## config.mk

```make
export PLATFORM = sky130hd
export DESIGN_NAME = snowbro2_pcm_rom
export DESIGN_NICKNAME = d
export VERILOG_FILES = /design/src/rtl/snowbro2_pcm_pkg.sv /design/src/rtl/snowbro2_pcm_line.sv /design/src/rtl/snowbro2_pcm_rom.sv
export SDC_FILE = /design/constraint.sdc
export NUM_CORES = 1
export LEC_CHECK = 0
export BUFFER_PORTS_ARGS = -buffer_cell sky130_fd_sc_hd__buf_2
export CAP_MARGIN = 10
export CORE_ASPECT_RATIO = 1.5
export CORE_MARGIN = 3
export CORE_UTILIZATION = 53
export CTS_CLUSTER_DIAMETER = 100
export DETAILED_ROUTE_END_ITERATION = 8
export PLACE_DENSITY_LB_ADDON = 0.15
export SLEW_MARGIN = 20
export SYNTH_ARGS = -nofsm -noshare
export SYNTH_HDL_FRONTEND = slang
export SYNTH_HIERARCHICAL = 1
export SYNTH_SLANG_ARGS = --single-unit
```

## constraint.sdc

```tcl
create_clock -name CLK96 -period 2.4 [get_ports CLK96]
set_input_delay 0.48 -clock CLK96 [delete_from_list [all_inputs] [get_ports CLK96]]
set_output_delay 0.48 -clock CLK96 [all_outputs]
set_load 0.1 [all_outputs]
```

## src/rtl/snowbro2_pcm_pkg.sv

```systemverilog
// snowbro2 PCM sample-ROM cache: shared types and helpers.
// Holds the fill FSM state type, the line geometry and the byte selector.
package snowbro2_pcm_pkg;

    typedef enum logic [1:0] {
        IDLE,
        REQ,
        WAIT,
        GAP
    } state_t;

    localparam int PCM_LINE_WORDS = 4;
    localparam int LINE_BYTES     = PCM_LINE_WORDS * 2;
    localparam int OFFSET_W       = $clog2(LINE_BYTES);

    // Little-endian byte lanes: even byte in [7:0], odd byte in [15:8].
    function automatic logic [7:0] byte_sel(input logic [15:0] w,
                                            input logic odd);
        return odd ? w[15:8] : w[7:0];
    endfunction

endpackage

```

## src/rtl/snowbro2_pcm_line.sv

```systemverilog
// snowbro2 PCM cache line: word storage, tag/valid, tag compare, byte mux.
// Ports: clk, rst, clr (invalidate), we/widx/wdata (fill write),
//        commit/ctag (mark line valid), addr (lookup), hit, rbyte.
module snowbro2_pcm_line
    import snowbro2_pcm_pkg::*;
#(
    parameter int AW         = 20,
    parameter int LINE_WORDS = PCM_LINE_WORDS,
    localparam int OW        = $clog2(LINE_WORDS * 2),
    localparam int IW        = OW - 1,
    localparam int TW        = AW - OW
) (
    input  logic          clk,
    input  logic          rst,
    input  logic          clr,
    input  logic          we,
    input  logic [IW-1:0] widx,
    input  logic [15:0]   wdata,
    input  logic          commit,
    input  logic [TW-1:0] ctag,
    input  logic [AW-1:0] addr,
    output logic          hit,
    output logic [7:0]    rbyte
);

    logic [15:0]   words [LINE_WORDS];
    logic [TW-1:0] tag;
    logic          valid;

    always_ff @(posedge clk) begin
        if (we)
            words[widx] <= wdata;
    end

    // Invalidation beats commit so an abort never leaves a half line valid.
    always_ff @(posedge clk) begin
        if (rst) begin
            valid <= 1'b0;
            tag   <= '0;
        end else if (clr) begin
            valid <= 1'b0;
        end else if (commit) begin
            valid <= 1'b1;
            tag   <= ctag;
        end
    end

    assign hit   = valid && (addr[AW-1:OW] == tag);
    assign rbyte = byte_sel(words[addr[OW-1:1]], addr[0]);

endmodule

```

## src/rtl/snowbro2_pcm_rom.sv

```systemverilog
// snowbro2 ADPCM sample-ROM responder: one-line cache refilled from SDRAM.
// Ports: CLK96/RESET96, PCM_CS/PCM_ADDR -> PCM_DOUT/PCM_OK (byte side),
//        ROM_CS/ROM_ADDR <- ROM_DATA/ROM_OK (word side), FLUSH.
module snowbro2_pcm_rom
    import snowbro2_pcm_pkg::*;
#(
    parameter int AW         = 20,
    parameter int LINE_WORDS = PCM_LINE_WORDS,
    parameter int RAW        = 19
) (
    input  logic           CLK96,
    input  logic           RESET96,
    input  logic           PCM_CS,
    input  logic [AW-1:0]  PCM_ADDR,
    output logic [7:0]     PCM_DOUT,
    output logic           PCM_OK,
    output logic           ROM_CS,
    output logic [RAW-1:0] ROM_ADDR,
    input  logic [15:0]    ROM_DATA,
    input  logic           ROM_OK,
    input  logic           FLUSH
);

    localparam int OW = $clog2(LINE_WORDS * 2);
    localparam int IW = OW - 1;
    localparam int TW = AW - OW;

    state_t        state;
    logic [IW-1:0] cnt;
    logic [IW-1:0] cnt_nxt;
    logic [TW-1:0] fill_tag;
    logic [TW-1:0] tag_in;
    logic [AW-1:0] addr_reg;
    logic          ok_reg;
    logic          hit;
    logic [7:0]    rbyte;
    logic          busy;
    logic          last;
    logic          start_fill;
    logic          wr_en;
    logic          commit;
    logic          clr;

    assign tag_in     = PCM_ADDR[AW-1:OW];
    assign cnt_nxt    = cnt + 1'b1;
    assign busy       = (state == REQ) || (state == WAIT);
    assign last       = (cnt == IW'(LINE_WORDS - 1));
    assign start_fill = (state == IDLE) && PCM_CS && !hit && !FLUSH;
    assign wr_en      = busy && ROM_OK && !FLUSH;
    assign commit     = (state == GAP) && last && !FLUSH;
    // Line goes invalid the moment a fill starts, so stale data is never served.
    assign clr        = FLUSH || start_fill;

    snowbro2_pcm_line #(
        .AW         (AW),
        .LINE_WORDS (LINE_WORDS)
    ) u_line (
        .clk    (CLK96),
        .rst    (RESET96),
        .clr    (clr),
        .we     (wr_en),
        .widx   (cnt),
        .wdata  (ROM_DATA),
        .commit (commit),
        .ctag   (fill_tag),
        .addr   (PCM_ADDR),
        .hit    (hit),
        .rbyte  (rbyte)
    );

    // OK is only trusted while the requester still presents the same address.
    assign PCM_OK = ok_reg && (addr_reg == PCM_ADDR) && PCM_CS;

    always_ff @(posedge CLK96) begin
        if (RESET96) begin
            state    <= IDLE;
            cnt      <= '0;
            fill_tag <= '0;
            addr_reg <= '0;
            ok_reg   <= 1'b0;
            PCM_DOUT <= 8'h00;
            ROM_CS   <= 1'b0;
            ROM_ADDR <= '0;
        end else if (FLUSH) begin
            state  <= IDLE;
            cnt    <= '0;
            ok_reg <= 1'b0;
            ROM_CS <= 1'b0;
        end else begin
            unique case (state)
                IDLE: begin
                    ok_reg <= PCM_CS && hit;
                    if (PCM_CS && hit) begin
                        PCM_DOUT <= rbyte;
                        addr_reg <= PCM_ADDR;
                    end else if (PCM_CS) begin
                        fill_tag <= tag_in;
                        cnt      <= '0;
                        ROM_CS   <= 1'b1;
                        ROM_ADDR <= {tag_in, {IW{1'b0}}};
                        state    <= REQ;
                    end
                end
                REQ, WAIT: begin
                    ok_reg <= 1'b0;
                    if (ROM_OK) begin
                        ROM_CS <= 1'b0;
                        state  <= GAP;
                    end else begin
                        state  <= WAIT;
                    end
                end
                GAP: begin
                    ok_reg <= 1'b0;
                    if (!last) begin
                        cnt      <= cnt_nxt;
                        ROM_CS   <= 1'b1;
                        ROM_ADDR <= {fill_tag, cnt_nxt};
                        state    <= REQ;
                    end else begin
                        state    <= IDLE;
                    end
                end
            endcase
        end
    end

endmodule

```

==> flow_summary.html, run 1 <==
<table>
<tr><th>Metric</th><th>Value</th></tr>
<tr><th colspan="2">Clock network</th></tr>
<tr><td>CTS tree</td><td>yes</td></tr>
<tr><td>Clock edge transition at the registers on the reported setup and hold paths</td><td>0.06 ns</td></tr>
<tr><td>Maximum level of the CTS H-tree</td><td>4</td></tr>
<tr><td>Number of clock sinks</td><td>between 150 and 200</td></tr>
<tr><td>Skew-Pair Late Insertion Delay</td><td>between 0.4 and 0.5 ns</td></tr>
<tr><td>Max clock buf depth</td><td>2</td></tr>
<tr><td>TritonCTS Buffers</td><td>17</td></tr>
<tr><td>Number of hold buffers added after CTS</td><td>0</td></tr>
<tr><td>Root Buffer Master</td><td>clkbuf_16</td></tr>
<tr><th colspan="2">Timing</th></tr>
<tr><td>Worst setup margin</td><td>-0.07536 ns</td></tr>
<tr><td>RSZ-0062 raised after global routing</td><td>yes</td></tr>
<tr><td>Final setup violating endpoints</td><td>1</td></tr>
<tr><td>Period utilisation layout</td><td>103.1%</td></tr>
<tr><td>Slew @ Worst Pin</td><td>0.5269 ns</td></tr>
<tr><td>Total negative setup slack</td><td>-0.07536 ns</td></tr>
<tr><td>Final hold viol count</td><td>0</td></tr>
<tr><td>Normalized max-slew margin</td><td>between 60 and 70%</td></tr>
<tr><td>Shortest clock period the worst path allows after layout</td><td>between 2 and 2.5 ns</td></tr>
<tr><td>Maximum clock skew at final layout</td><td>slightly below 0.007 ns</td></tr>
<tr><td>Max Fclk</td><td>around 0.40 GHz</td></tr>
<tr><td>Max-slew violation count</td><td>0</td></tr>
<tr><th colspan="2">Die</th></tr>
<tr><td>Core Box Area</td><td>11650 sq um</td></tr>
<tr><td>Die height</td><td>140.2 microns</td></tr>
<tr><td>Horizontal die dimension</td><td>95.50 microns</td></tr>
<tr><td>Starting utilization of the core area</td><td>a little over half</td></tr>
<tr><td>Rows</td><td>between 40 and 50</td></tr>
<tr><td>Die Footprint</td><td>13390 sq um</td></tr>
<tr><td>Ports</td><td>70</td></tr>
<tr><th colspan="2">Hold path</th></tr>
<tr><td>Hold Path Cell Cnt</td><td>1</td></tr>
<tr><td>End point of the worst hold path</td><td>u_line/words[2][3]$_DFFE_PP_</td></tr>
<tr><td>Hold path startpoint</td><td>ROM_DATA[3]</td></tr>
<tr><td>Class of the tightest hold or removal check</td><td>input pin to register</td></tr>
<tr><th colspan="2">GRT</th></tr>
<tr><td>Gr ovfl total</td><td>0</td></tr>
<tr><td>Number of global-route vias before repair</td><td>4436</td></tr>
<tr><td>Wire length of the first global-routing pass</td><td>22140 microns</td></tr>
<tr><td>Overall track demand over capacity in global routing</td><td>between 20% and 30%</td></tr>
<tr><td>Antenna violations before repair</td><td>0</td></tr>
<tr><td>Pin count of the biggest net entering global routing</td><td>84</td></tr>
<tr><th colspan="2">Drt</th></tr>
<tr><td>DR iter-0 viols</td><td>179</td></tr>
<tr><td>Detailed-route via count</td><td>roughly 4400</td></tr>
<tr><td>Antenna-violating nets left</td><td>0</td></tr>
<tr><td>Detailed Route WL</td><td>14260 microns</td></tr>
<tr><td>DRC Markers</td><td>0</td></tr>
<tr><td>Drt via density</td><td>5.491</td></tr>
<tr><td>Length of the first detailed-routing pass in iterations</td><td>5</td></tr>
<tr><td>Wirelength per Cell</td><td>between 15 and 20 microns</td></tr>
<tr><th colspan="2">Critical path</th></tr>
<tr><td>Type of element capturing the critical path</td><td>output port</td></tr>
<tr><td>Worst r2r dst</td><td>u_line/tag[9]$_SDFFE_PP0P_</td></tr>
<tr><td>Kind of start point of the critical path</td><td>register</td></tr>
<tr><td>Worst EP arrival</td><td>2.00 ns</td></tr>
<tr><td>Worst Path Max Fanout</td><td>2</td></tr>
<tr><td>Type of the worst setup path</td><td>register to output port</td></tr>
<tr><td>R2r worst-path depth</td><td>10</td></tr>
<tr><td>Slack of the worst reg-to-reg path</td><td>0.29 ns</td></tr>
<tr><td>Startpoint of the most critical register-to-register path</td><td>u_line/tag[15]$_SDFFE_PP0P_</td></tr>
<tr><td>Data required time of the critical path</td><td>1.92 ns</td></tr>
<tr><th colspan="2">Power and ir drop</th></tr>
<tr><td>Pwr per Cell Area</td><td>777.3 nW/um^2</td></tr>
<tr><td>Leakage Power</td><td>2.737 nW</td></tr>
<tr><td>Maximum ir drop on the vdd rail</td><td>approximately 630 uV</td></tr>
<tr><th colspan="2">Placed design</th></tr>
<tr><td>Placer Congestion</td><td>~0.78</td></tr>
<tr><td>Final HPWL from detailed placement</td><td>9599 microns</td></tr>
<tr><td>Post-place setup slack</td><td>-0.01179 ns</td></tr>
<tr><td>Placed instance count</td><td>763</td></tr>
<tr><td>Number of port buffers</td><td>69</td></tr>
<tr><th colspan="2">Yosys</th></tr>
<tr><td>Count of mapped cells out of synthesis</td><td>553</td></tr>
<tr><td>Synthesized Nets</td><td>598</td></tr>
<tr><td>Post-synthesis average cell area</td><td>~12 sq um</td></tr>
<tr><td>Yosys warnings</td><td>6</td></tr>
<tr><td>Portion of the post-synthesis area used by sequential elements</td><td>between 50% and 60%</td></tr>
<tr><td>Flop and latch count out of synthesis</td><td>~150</td></tr>
<tr><td>Syn Std Cell Area</td><td>6367 sq um</td></tr>
<tr><td>Post-synth EDFFs</td><td>64</td></tr>
<tr><td>Async set-or-reset flop fraction in the synthesized netlist</td><td>0%</td></tr>
<tr><td>Count of unique library cells instantiated by Yosys</td><td>43</td></tr>
<tr><td>Post-synth top flop</td><td>dfxtp_1</td></tr>
<tr><th colspan="2">Final layout</th></tr>
<tr><td>Most frequent cells in the layout</td><td>nand2_1 (130), dfxtp_1 (86), buf_2 (68), a21oi_1 (64), edfxtp_1 (64)</td></tr>
<tr><td>Final Core Density</td><td>65.36%</td></tr>
<tr><td>P&amp;R area growth vs syn</td><td>19.59%</td></tr>
<tr><td>Number of flip-flops under the largest register name</td><td>64</td></tr>
<tr><td>Most common cell after layout, fill and taps aside</td><td>nand2_1</td></tr>
<tr><td>Antenna diode count</td><td>0</td></tr>
<tr><td>Count of placed standard cells in the final layout, fillers left out</td><td>795</td></tr>
<tr><td>Ratio of cells with drive above 1 in the final layout</td><td>24.65%</td></tr>
<tr><td>Total number of nets in the final design</td><td>677</td></tr>
<tr><th colspan="2">Run</th></tr>
<tr><td>Number of maximum-capacitance constraint violations</td><td>0</td></tr>
<tr><th colspan="2">Run status</th></tr>
<tr><td>Status</td><td>finished with violations</td></tr>
<tr><td>Failing checks</td><td>negative setup slack</td></tr>
</table>
## cell usage after synthesis, types with 2 or more instances
cell      number  area [sq um]
mux2i_1       21         210.2
clkbuf_1      22         82.58
nand3_1        3         15.01
nand2_1      130         488.0
nor2b_1        2         12.51
xnor2_1       25         219.0
xor2_1        12         105.1
mux4_1        15         394.1
a211oi_2      13         162.7
edfxtp_1      64          1922
buf_6          4         45.04
a31oi_1        2         12.51
nand4_1        7         43.79
buf_2          3         15.01
dfxtp_1       88          1762
inv_1          4         15.01
nor3_1         2         10.01
a211oi_1       6         45.04
nor4_1         5         31.28
ha_1           4         50.05
a21oi_1       64         320.3
nor2_2         3         18.77
buf_1          3         11.26
and2_1         2         12.51
nor2_1        24         90.09
mux2_2         8         90.09
## final cells by class
type	count	area, sq um
Multi-Input combinational cell	363	2514
Tap cell	150	187.7
Clock buffer	17	425.4
Timing Repair Buffer	94	635.6
Sequential cell	152	3686
Fill cell	909	4036
Clock inverter	15	151.4
Inverter	4	15.01
## repair_timing
item,in CTS,in global routing
setup buffers,0,0
endpoints found under the setup margin,1,1
pin swaps,2,0
cloned,0,0
gates resized for setup,2,1
hold endpoints to repair,0,0
## worst max-delay path, cell delays in order, from the launching register on
cell     delay [ns]
dfxtp_2        0.32
xor2_1         0.15
nor4_2         0.32
nand4_1        0.19
nor4_4         0.39
buf_12         0.22
## power by group
| group | total, mW | switching [mW] | internal (mW) |
|---|---|---|---|
| clock network | 2.56 | 1.03 | 1.53 |
| registers | 2.76 | 0.0254 | 2.74 |
| logic | 0.593 | 0.415 | 0.178 |
| total | 5.92 | 1.47 | 4.45 |
## routing by layer
layer,global-route usage (%),vias to the layer above,wire length [microns]
li1,-,2116,-
met1,23.21,2096,5209
met2,40.38,122,7864
met3,5.266,31,664
met4,11.54,0,520
met5,0,-,0
## cell families after synthesis
group / share of synthesized area, %
and+or+nand+nor: 12.69
DFF: 57.85
AOI/OAI and AO/OA: 9.236
muxes: 11.26
buffers and inverters: 3.085
xor gates and xnor gates: 5.089
adders and majority gates: 0.7860
## how the worst max path moves through the flow
stage	slack, ns	start	depth (start not counted)	end
after global placement	0.01	PCM_ADDR[3]	11	ROM_ADDR[1]$_SDFFE_PP0P_
after CTS	-0.09	addr_reg[15]$_SDFFE_PP0P_	5	PCM_OK
after detailed placement	-0.01	PCM_ADDR[3]	11	cnt[1]$_SDFFE_PP0P_
after floorplan	-0.23	PCM_ADDR[11]	4	PCM_OK
final	-0.08	addr_reg[8]$_SDFFE_PP0P_	5	PCM_OK
after global routing	-0.18	addr_reg[8]$_SDFFE_PP0P_	5	PCM_OK
## per-stage QoR
stage | hold WS (ns) | total power, mW | cell area [sq um]
2_1_floorplan | 0.4447 | 3.241 | 6387
3_3_place_gp | 0.4433 | 3.402 | 7029
3_5_place_dp | 0.4511 | 3.414 | 7029
4_1_cts | 0.2612 | 5.978 | 7609
5_1_grt | 0.2670 | 6.122 | 7615
6_report | 0.2772 | 5.919 | 7615
No activity file was read; power rests on OpenSTA's default activity.
==> inputs of run 2 (changes only) <==
Settings changed: MAX_ROUTING_LAYER set to met4.
==> flow_summary.html, run 2 (synthesis results as in run 1) <==
<table>
<tr><th>Metric</th><th>Value</th></tr>
<tr><th colspan="2">Run status</th></tr>
<tr><td>Status</td><td>finished with violations</td></tr>
<tr><td>Failing checks</td><td>negative setup slack</td></tr>
<tr><th colspan="2">Critical path</th></tr>
<tr><td>Data required time of the critical path</td><td>1.92 ns (about the same)</td></tr>
<tr><td>Kind of start point of the critical path</td><td>register</td></tr>
<tr><td>Worst EP arrival</td><td>2.00 ns (about the same)</td></tr>
<tr><td>Startpoint of the most critical register-to-register path</td><td>u_line/tag[15]$_SDFFE_PP0P_</td></tr>
<tr><td>Worst r2r dst</td><td>u_line/tag[9]$_SDFFE_PP0P_</td></tr>
<tr><td>R2r worst-path depth</td><td>10 (unchanged)</td></tr>
<tr><td>Worst Path Max Fanout</td><td>2 (unchanged)</td></tr>
<tr><td>Type of element capturing the critical path</td><td>output port</td></tr>
<tr><td>Type of the worst setup path</td><td>register to output port</td></tr>
<tr><td>Slack of the worst reg-to-reg path</td><td>0.29 ns (about the same)</td></tr>
<tr><th colspan="2">Placed design</th></tr>
<tr><td>Placed instance count</td><td>763 (unchanged)</td></tr>
<tr><td>Final HPWL from detailed placement</td><td>9599 microns (unchanged)</td></tr>
<tr><td>Area of placed instances</td><td>7029 sq um (unchanged)</td></tr>
<tr><td>Post-place setup slack</td><td>-0.01179 ns (unchanged)</td></tr>
<tr><td>Placer Congestion</td><td>0.7929 (+1.4%)</td></tr>
<tr><td>Number of port buffers</td><td>69 (unchanged)</td></tr>
<tr><th colspan="2">Final layout</th></tr>
<tr><td>Number of filler cells placed in the layout</td><td>909 (unchanged)</td></tr>
<tr><td>Count of placed standard cells in the final layout, fillers left out</td><td>795 (unchanged)</td></tr>
<tr><td>Most common cell after layout, fill and taps aside</td><td>nand2_1</td></tr>
<tr><td>Finished Cell Area</td><td>7615 sq um (unchanged)</td></tr>
<tr><td>Total number of nets in the final design</td><td>677 (unchanged)</td></tr>
<tr><td>P&amp;R area growth vs syn</td><td>19.59% (unchanged)</td></tr>
<tr><td>Ratio of cells with drive above 1 in the final layout</td><td>24.65% (unchanged)</td></tr>
<tr><td>Antenna diode count</td><td>0 (unchanged)</td></tr>
<tr><td>Most frequent cells in the layout</td><td>nand2_1 (130), dfxtp_1 (86), buf_2 (68), a21oi_1 (64), edfxtp_1 (64)</td></tr>
<tr><td>Number of flip-flops under the largest register name</td><td>64 (unchanged)</td></tr>
<tr><th colspan="2">Timing</th></tr>
<tr><td>Max Fclk</td><td>0.4039 GHz (about the same)</td></tr>
<tr><td>Final hold viol count</td><td>0 (unchanged)</td></tr>
<tr><td>Maximum clock skew at final layout</td><td>0.006965 ns (+0.00004538 ns)</td></tr>
<tr><td>Worst setup margin</td><td>-0.07585 ns (-0.0004819 ns)</td></tr>
<tr><td>Period utilisation layout</td><td>103.2% (about the same)</td></tr>
<tr><td>RSZ-0062 raised after global routing</td><td>yes</td></tr>
<tr><td>Slew @ Worst Pin</td><td>0.5269 ns (-0.0000002980 ns)</td></tr>
<tr><td>Normalized max-slew margin</td><td>64.66% (unchanged)</td></tr>
<tr><td>WHS</td><td>0.2774 ns (+0.0002050 ns)</td></tr>
<tr><td>Max-slew violation count</td><td>0 (unchanged)</td></tr>
<tr><td>Final setup violating endpoints</td><td>1 (unchanged)</td></tr>
<tr><td>Shortest clock period the worst path allows after layout</td><td>2.476 ns (+0.0004819 ns)</td></tr>
<tr><th colspan="2">Hold path</th></tr>
<tr><td>End point of the worst hold path</td><td>u_line/words[2][3]$_DFFE_PP_</td></tr>
<tr><td>Class of the tightest hold or removal check</td><td>input pin to register</td></tr>
<tr><td>Hold Path Cell Cnt</td><td>1 (unchanged)</td></tr>
<tr><td>Hold path startpoint</td><td>ROM_DATA[3]</td></tr>
<tr><th colspan="2">Power and ir drop</th></tr>
<tr><td>Leakage Power</td><td>2.737 nW (unchanged)</td></tr>
<tr><td>Maximum ir drop on the vdd rail</td><td>623.8 uV (-0.29%)</td></tr>
<tr><td>Pwr per Cell Area</td><td>777.8 nW/um^2 (about the same)</td></tr>
<tr><th colspan="2">Die</th></tr>
<tr><td>Horizontal die dimension</td><td>95.50 microns (unchanged)</td></tr>
<tr><td>Core Box Area</td><td>11650 sq um (unchanged)</td></tr>
<tr><td>Ports</td><td>70 (unchanged)</td></tr>
<tr><td>Rows</td><td>48 (unchanged)</td></tr>
<tr><td>Starting utilization of the core area</td><td>54.65% (unchanged)</td></tr>
<tr><td>Die height</td><td>140.2 microns (unchanged)</td></tr>
<tr><td>Die Footprint</td><td>13390 sq um (unchanged)</td></tr>
<tr><th colspan="2">Drt</th></tr>
<tr><td>Detailed-route via count</td><td>4375 (+0.23%)</td></tr>
<tr><td>DR iter-0 viols</td><td>196 (+9.5%)</td></tr>
<tr><td>Wirelength per Cell</td><td>17.92 microns (about the same)</td></tr>
<tr><td>DRC Markers</td><td>0 (unchanged)</td></tr>
<tr><td>Drt via density</td><td>5.503 (+0.23%)</td></tr>
<tr><td>Antenna-violating nets left</td><td>0 (unchanged)</td></tr>
<tr><td>Length of the first detailed-routing pass in iterations</td><td>5 (unchanged)</td></tr>
<tr><td>Detailed Route WL</td><td>14250 microns (about the same)</td></tr>
<tr><th colspan="2">GRT</th></tr>
<tr><td>Pin count of the biggest net entering global routing</td><td>84 (unchanged)</td></tr>
<tr><td>Wire length of the first global-routing pass</td><td>22110 microns (about the same)</td></tr>
<tr><td>Gr ovfl total</td><td>0 (unchanged)</td></tr>
<tr><td>Overall track demand over capacity in global routing</td><td>22.94% (+0.66 points)</td></tr>
<tr><td>Number of global-route vias before repair</td><td>4411 (-0.56%)</td></tr>
<tr><td>Antenna violations before repair</td><td>0 (unchanged)</td></tr>
<tr><th colspan="2">Clock network</th></tr>
<tr><td>Buffers inserted during post-CTS setup optimization</td><td>0 (unchanged)</td></tr>
<tr><td>Number of clock sinks</td><td>152 (unchanged)</td></tr>
<tr><td>Maximum level of the CTS H-tree</td><td>4 (unchanged)</td></tr>
<tr><td>Root Buffer Master</td><td>clkbuf_16</td></tr>
<tr><td>Clock edge transition at the registers on the reported setup and hold paths</td><td>0.06 ns (about the same)</td></tr>
<tr><td>Max clock buf depth</td><td>2 (unchanged)</td></tr>
<tr><td>TritonCTS Buffers</td><td>17 (unchanged)</td></tr>
<tr><td>Skew-Pair Late Insertion Delay</td><td>0.41 ns (about the same)</td></tr>
<tr><td>CTS tree</td><td>yes</td></tr>
<tr><td>Number of hold buffers added after CTS</td><td>0 (unchanged)</td></tr>
<tr><th colspan="2">Run</th></tr>
<tr><td>Number of maximum-capacitance constraint violations</td><td>0 (unchanged)</td></tr>
</table>
==> run 2: cell counts in the layout (fill, tap and decap cells not counted) <==
No cell type changed its count.
==> run 2: metal layers <==
| metal | track usage, % | share of wire, % |
|---|---|---|
| met3 | 4.944 | 5.1 |
| met5 | - | 0 |
| met1 | 23.43 | 36 |
| met4 | 11.54 | 4.0 |
| met2 | 40.42 | 55 |
==> run 2: cell type report <==
class / count / area (sq um) / share of cell area, %
multi-input combinational: 363 / 2514 / 33.01
inverter: 4 / 15.01 / 0.1972
tap: 150 / 187.7 / 2.465
timing repair buffer: 94 / 635.6 / 8.347
clock inverter: 15 / 151.4 / 1.988
sequential: 152 / 3686 / 48.41
clock buffer: 17 / 425.4 / 5.587
==> run 2: stage by stage <==
stage | util (%) | total power, mW | setup TNS (ns)
final | 65.36 | 5.923 | -0.07585
after global routing | 65.36 | 6.123 | -0.1792
after CTS | 65.30 | 5.978 | -0.09261
after detailed placement | 60.33 | 3.414 | -0.01179
after global placement | 60.33 | 3.402 | 0
after floorplan | - | 3.241 | -0.2318
==> run 2: where the power goes <==
group          internal, mW  switching (mW)
clock network          1.53            1.04
logic                 0.178           0.415
registers              2.74          0.0253
total                  4.45            1.48
==> run 2: how the worst max path moves through the flow <==
stage / startpoint / to
after global routing: addr_reg[8]$_SDFFE_PP0P_ / PCM_OK
after global placement: PCM_ADDR[3] / ROM_ADDR[1]$_SDFFE_PP0P_
after floorplan: PCM_ADDR[11] / PCM_OK
after CTS: addr_reg[15]$_SDFFE_PP0P_ / PCM_OK
final: addr_reg[8]$_SDFFE_PP0P_ / PCM_OK
after detailed placement: PCM_ADDR[3] / cnt[1]$_SDFFE_PP0P_
==> run 2: timing repair <==
item	CTS	global route
setup endpoints to repair	1	1
gates resized for setup	2	1
cloned	0	0
endpoints found under the hold margin	0	0
pin swaps	2	0
==> run 2: worst max-delay path, cell delays in order (launching register included) <==
cell     delay [ns]
dfxtp_2        0.32
xor2_1         0.15
nor4_2         0.32
nand4_1        0.19
nor4_4         0.39
buf_12         0.22
